## config.mk

```make
export PLATFORM = sky130hd
export DESIGN_NAME = aiken_counter_ctrl
export DESIGN_NICKNAME = d
export VERILOG_FILES = /design/src/rtl/aiken_counter_ctrl_pkg.sv /design/src/rtl/aiken_counter_ctrl_digit.sv /design/src/rtl/aiken_counter.sv
export SDC_FILE = /design/constraint.sdc
export NUM_CORES = 1
export LEC_CHECK = 0
export ABC_AREA = 1
export BUFFER_PORTS_ARGS = -buffer_cell sky130_fd_sc_hd__buf_4
export CAP_MARGIN = 20
export CORE_MARGIN = 4
export CORE_UTILIZATION = 54
export CTS_BUF_LIST = sky130_fd_sc_hd__clkbuf_4
export CTS_CLUSTER_DIAMETER = 30
export DETAILED_ROUTE_END_ITERATION = 6
export GPL_TIMING_DRIVEN = 0
export PLACE_DENSITY_LB_ADDON = 0.1
export RECOVER_POWER = 50
export SLEW_MARGIN = 20
export SYNTH_ARGS = -nofsm -noshare
export SYNTH_HDL_FRONTEND = slang
export SYNTH_HIERARCHICAL = 1
export SYNTH_SLANG_ARGS = --single-unit
```

## constraint.sdc

```tcl
create_clock -name CLK -period 2.8 [get_ports CLK]
set_input_delay 0.14 -clock CLK [delete_from_list [all_inputs] [get_ports CLK]]
set_output_delay 0.14 -clock CLK [all_outputs]
set_load 0.01 [all_outputs]
```

## src/rtl/aiken_counter_ctrl_pkg.sv

```systemverilog
// Shared definitions for the Aiken-code decade counter: command opcodes,
// FSM states and the Aiken sequence successor/predecessor functions.
package aiken_pkg;

    typedef enum logic [1:0] {
        OP_UP    = 2'b00,
        OP_DOWN  = 2'b01,
        OP_CLEAR = 2'b10,
        OP_SET   = 2'b11
    } op_t;

    typedef enum logic [1:0] {
        IDLE = 2'b00,
        RUN  = 2'b01,
        FIN  = 2'b10
    } state_t;

    localparam logic [3:0] AIKEN_0 = 4'b0000;
    localparam logic [3:0] AIKEN_9 = 4'b1111;

    // Codes 0101..1010 never occur in Aiken; they fall back to 0000.
    function automatic logic [3:0] aikenNextUp(input logic [3:0] q);
        case (q)
            4'b0000: aikenNextUp = 4'b0001;
            4'b0001: aikenNextUp = 4'b0010;
            4'b0010: aikenNextUp = 4'b0011;
            4'b0011: aikenNextUp = 4'b0100;
            4'b0100: aikenNextUp = 4'b1011;
            4'b1011: aikenNextUp = 4'b1100;
            4'b1100: aikenNextUp = 4'b1101;
            4'b1101: aikenNextUp = 4'b1110;
            4'b1110: aikenNextUp = 4'b1111;
            4'b1111: aikenNextUp = 4'b0000;
            default: aikenNextUp = 4'b0000;
        endcase
    endfunction

    function automatic logic [3:0] aikenNextDown(input logic [3:0] q);
        case (q)
            4'b0000: aikenNextDown = 4'b1111;
            4'b1111: aikenNextDown = 4'b1110;
            4'b1110: aikenNextDown = 4'b1101;
            4'b1101: aikenNextDown = 4'b1100;
            4'b1100: aikenNextDown = 4'b1011;
            4'b1011: aikenNextDown = 4'b0100;
            4'b0100: aikenNextDown = 4'b0011;
            4'b0011: aikenNextDown = 4'b0010;
            4'b0010: aikenNextDown = 4'b0001;
            4'b0001: aikenNextDown = 4'b0000;
            default: aikenNextDown = 4'b0000;
        endcase
    endfunction

endpackage

```

## src/rtl/aiken_counter_ctrl_digit.sv

```systemverilog
// One reversible Aiken decade digit with parallel load and end-of-range
// flags that feed the ripple enable chain.
module aiken_digit (
    input  logic       CLK,
    input  logic       RST,
    input  logic       EN,
    input  logic       DIR,
    input  logic       LOAD,
    input  logic [3:0] LOAD_VAL,
    output logic [3:0] Q,
    output logic       AT_MAX,
    output logic       AT_MIN
);
    import aiken_pkg::*;

    logic [3:0] r_q;

    // LOAD wins over stepping; DIR=1 counts down.
    always_ff @(posedge CLK or posedge RST) begin
        if (RST) begin
            r_q <= AIKEN_0;
        end else if (LOAD) begin
            r_q <= LOAD_VAL;
        end else if (EN) begin
            r_q <= DIR ? aikenNextDown(r_q) : aikenNextUp(r_q);
        end
    end

    assign Q      = r_q;
    assign AT_MAX = (r_q == AIKEN_9);
    assign AT_MIN = (r_q == AIKEN_0);

endmodule

```

## src/rtl/aiken_counter.sv

```systemverilog
// Top-level sequencing controller: command handshake, step counter,
// ripple enable chain across the digits, and DONE/WRAP pulse generation.
module aiken_counter_ctrl #(
    parameter int DIGITS = 4,
    parameter int STEP_W = 8
) (
    input  logic                  CLK,
    input  logic                  RST,
    input  logic                  CMD_VALID,
    output logic                  CMD_READY,
    input  logic [1:0]            CMD_OP,
    input  logic [STEP_W-1:0]     CMD_STEPS,
    output logic                  BUSY,
    output logic                  DONE,
    output logic                  WRAP,
    output logic [4*DIGITS-1:0]   DIGITS_OUT
);
    import aiken_pkg::*;

    state_t              r_state;
    op_t                 r_op;
    logic [STEP_W-1:0]   r_steps;
    logic                r_done;
    logic                r_wrap;

    op_t                 w_cmdOp;
    logic                w_accept;
    logic                w_step;
    logic                w_dir;
    logic                w_load;
    logic                w_immediate;
    logic [3:0]          w_loadVal;
    logic [DIGITS:0]     w_carry;
    logic [DIGITS-1:0]   w_atMax;
    logic [DIGITS-1:0]   w_atMin;
    logic [DIGITS-1:0]   w_en;

    assign w_cmdOp     = op_t'(CMD_OP);
    assign CMD_READY   = (r_state == IDLE) && !RST;
    assign BUSY        = (r_state == RUN);
    assign w_accept    = CMD_VALID && CMD_READY;
    assign w_step      = (r_state == RUN);
    assign w_dir       = (r_op == OP_DOWN);
    assign w_load      = w_accept && ((w_cmdOp == OP_CLEAR) || (w_cmdOp == OP_SET));
    assign w_loadVal   = (w_cmdOp == OP_SET) ? AIKEN_9 : AIKEN_0;
    assign w_immediate = (w_cmdOp == OP_CLEAR) || (w_cmdOp == OP_SET) ||
                         (CMD_STEPS == '0);

    // w_carry[i] is high when every digit below i sits at the end of its
    // range in the counting direction; w_carry[DIGITS] marks a full wrap.
    assign w_carry[0] = 1'b1;

    for (genvar g = 0; g < DIGITS; g++) begin : g_digit
        assign w_carry[g+1] = w_carry[g] && (w_dir ? w_atMin[g] : w_atMax[g]);
        assign w_en[g]      = w_step && w_carry[g];

        aiken_digit u_digit (
            .CLK      (CLK),
            .RST      (RST),
            .EN       (w_en[g]),
            .DIR      (w_dir),
            .LOAD     (w_load),
            .LOAD_VAL (w_loadVal),
            .Q        (DIGITS_OUT[4*g +: 4]),
            .AT_MAX   (w_atMax[g]),
            .AT_MIN   (w_atMin[g])
        );
    end

    // DONE and WRAP are single-cycle pulses, cleared every edge by default.
    always_ff @(posedge CLK or posedge RST) begin
        if (RST) begin
            r_state <= IDLE;
            r_op    <= OP_UP;
            r_steps <= '0;
            r_done  <= 1'b0;
            r_wrap  <= 1'b0;
        end else begin
            r_done <= 1'b0;
            r_wrap <= 1'b0;
            case (r_state)
                IDLE: begin
                    if (w_accept) begin
                        r_op    <= w_cmdOp;
                        r_steps <= CMD_STEPS;
                        if (w_immediate) begin
                            r_state <= FIN;
                            r_done  <= 1'b1;
                        end else begin
                            r_state <= RUN;
                        end
                    end
                end
                RUN: begin
                    r_steps <= r_steps - 1'b1;
                    r_wrap  <= w_carry[DIGITS];
                    if (r_steps == STEP_W'(1)) begin
                        r_state <= FIN;
                        r_done  <= 1'b1;
                    end
                end
                FIN: begin
                    r_state <= IDLE;
                end
                default: begin
                    r_state <= IDLE;
                end
            endcase
        end
    end

    assign DONE = r_done;
    assign WRAP = r_wrap;

endmodule

```

==> summary.txt <==
EDFF count, synth - 0
CTS clk-pin slew, worst paths - 90 ps
data arrival time of the critical path - 2430 ps
Initial Util - 0.569
CP startpoint kind - primary input
M1 WL - 2.64 mm
Cell Rows - 24
Worst Path Required - 3020 ps
top post-synthesis cells by area - dfrtp_1 30%, nand2_1 22%, inv_1 11%
dpl ws - 677 ps
# H-tree levels - 2
Max Cap Viol - 0
Inserted Clock Buffers - 5
Peak supply drop - 0.668 mV
DRC Markers - 0
PortBufs - 32
Post-Layout Inst Area - 2870 um2
synthesis-to-finish area growth - 13.5%
sequential share of the synthesized area - 0.297
routability congestion estimate - 0.836
hpwl dp - 4.29 mm
initial drt markers - 85
Wirelength per Cell - 10.8 um
post-synth cell types - 22
critical path peak fanout - 21
largest net degree at the start of global routing - 22
Fmax - 0.453 GHz
fin. max-slew vios - 0
syn_nets - 440
top-count cell post-synth - nand2_1
most common flop cell mapped by yosys - dfrtp_1
PwrDens - 1020 nW/um2
Static Leak - 1.70 nW
routed wire length - 5.45 mm
status - complete, no violations
Yosys warning total - 6
WL met2 - 2.52 mm
Die Y - 76.4 um
Die X - 76.4 um
clk sinks - 30
commonest cells in the netlist - 147 x nand2_1, 71 x inv_1, 63 x nor2_1
first-pass GRT wire length - 9.83 mm
Synth top area share - 0.297
post-layout net count - 481
Layout Skew - 6.57 ps
Period minus WS final - 2210 ps
Mapped Cells - 409
DRT Pass-1 Iters - 4
Fin Setup TNS - 0 ps
Async SR Flop Fraction - 1.00
core area - 4440 um2
Synth Register Bits - 30
fin crit share - 0.789
I/O Pins - 33
Worst Tran Pin Value - 865 ps
grt total ovfl - 0
vias in the first global route - 2303
overall power - 2.92 mW
via-per-instance ratio - 4.89
top sig layer - met4
Final setup viols - 0
Skew-Pair Late Insertion Delay - 330 ps
CTS tree - done
Clock Tree Buf Depth - 2
initial antenna violation count - 0
Slew HR - 0.422
Post-Syn Area - 2530 um2
Via Count - 2459
final setup margin - 591 ps
Syn Area/Cell - 6.18 um2
RSZ-0062 raised after global routing - false
Crit Path Category - in -> reg
CTS root buf - clkbuf_4
GR Util All Layers - 0.199
Routed Antenna Nets - 0
buffer count from post-CTS setup fixing - 0
area leader, netlist - dfrtp_1
Post-DP Area - 2830 um2
filler cell count - 429
Hold Path Class - in -> reg
DR WL met3 - 216 um
Die ar. - 5840 um2
final hold violations - 0
CP Capture Type - register
antenna cell count - 0
layout cell share with drive strength beyond 1 - 0.131
where the power goes:
group          switching (mW)  internal [mW]  total (mW)
Sequential              0.227          0.622       0.849
Clock                   0.147          0.104       0.251
Combinational            1.14          0.681        1.82
Total                    1.52           1.41        2.92
flip-flops by register name (all words and copies together) (netlist names):
signal             flops
DONE                   1
r_op                   2
r_state                2
WRAP                   1
r_steps                8
g_digit.u_digit/Q     16
kinds of logic (layout without fill, tap and decap cells):
group	count (synthesis)	after routing	synth area share
flops	30	30	0.297
simple gates	247	247	0.406
fa+ha+maj	18	18	0.0891
compound gates	38	38	0.0910
buf+inv	76	118	0.117
final timing paths:
kind | startpoint | slack, ps | endpoint | depth (start not counted)
max reg2reg | r_state[0] | 650 | g_digit[2].u_digit/Q[2] | 8
max | RST | 590 | g_digit[2].u_digit/Q[2] | 8
min in group asynchronous | RST | 380 | g_digit[1].u_digit/Q[0] | 3
min reg2reg | r_op[0] | 480 | r_op[0] | 2
min | CMD_STEPS[3] | 60 | r_steps[3] | 3
max in group asynchronous | RST | 1880 | WRAP | 3
metal layers:
metal,vias up,GRT usage
met5,-,0
met4,0,0.0670
met3,6,0.0331
met2,41,0.323
met1,1095,0.267
li1,1317,-
cell usage in the layout (no fill, tap or decap), types with 3 or more instances in the layout:
cell type / n
nand3_1: 15
o21ai_2: 4
clkbuf_1: 10
buf_4: 22
a22oi_1: 8
nand2_1: 147
a21oi_1: 8
inv_1: 71
clkbuf_4: 6
nor2_1: 63
dfrtp_1: 30
o21ai_0: 14
inv_2: 3
nand2_2: 6
nor2_2: 10
ha_1: 18
stage by stage:
| step | hold slack, ps | cells | util |
|---|---|---|---|
| 2_1_floorplan | -93.9 | 409 | - |
| 3_3_place_gp | 86.3 | 493 | 0.638 |
| 3_5_place_dp | 93.5 | 493 | 0.638 |
| 4_1_cts | 46.0 | 503 | 0.654 |
| 5_1_grt | 70.3 | 503 | 0.646 |
| 6_report | 59.8 | 503 | 0.646 |
timing repair:
| item | 4_1_cts | 5_1_grt |
|---|---|---|
| hold buffers | 2 | 0 |
| resized for setup | 0 | 0 |
| hold endpoints to repair | 31 | 0 |
| endpoints found under the setup margin | 0 | 0 |
final cells by class:
type,instances,area (um2),share of cell area
Timing Repair Buffer,34,223,0.0776
Clock buffer,6,45.0,0.0157
Sequential cell,30,751,0.262
Inverter,75,284,0.0990
Multi-Input combinational cell,303,1480,0.517
Clock inverter,2,8.76,0.00305
Tap cell,52,65.1,0.0227
Buffer,1,11.3,0.00392
worst max-delay path, cell delays in order:
cell	delay [ps]
dlygate4sd3_1	540
clkbuf_1	210
nor2_4	180
nand2_4	100
nor2_2	670
nor2_1	280
a22oi_1	210
nand2_1	90
(Power assumes the default switching activity.)
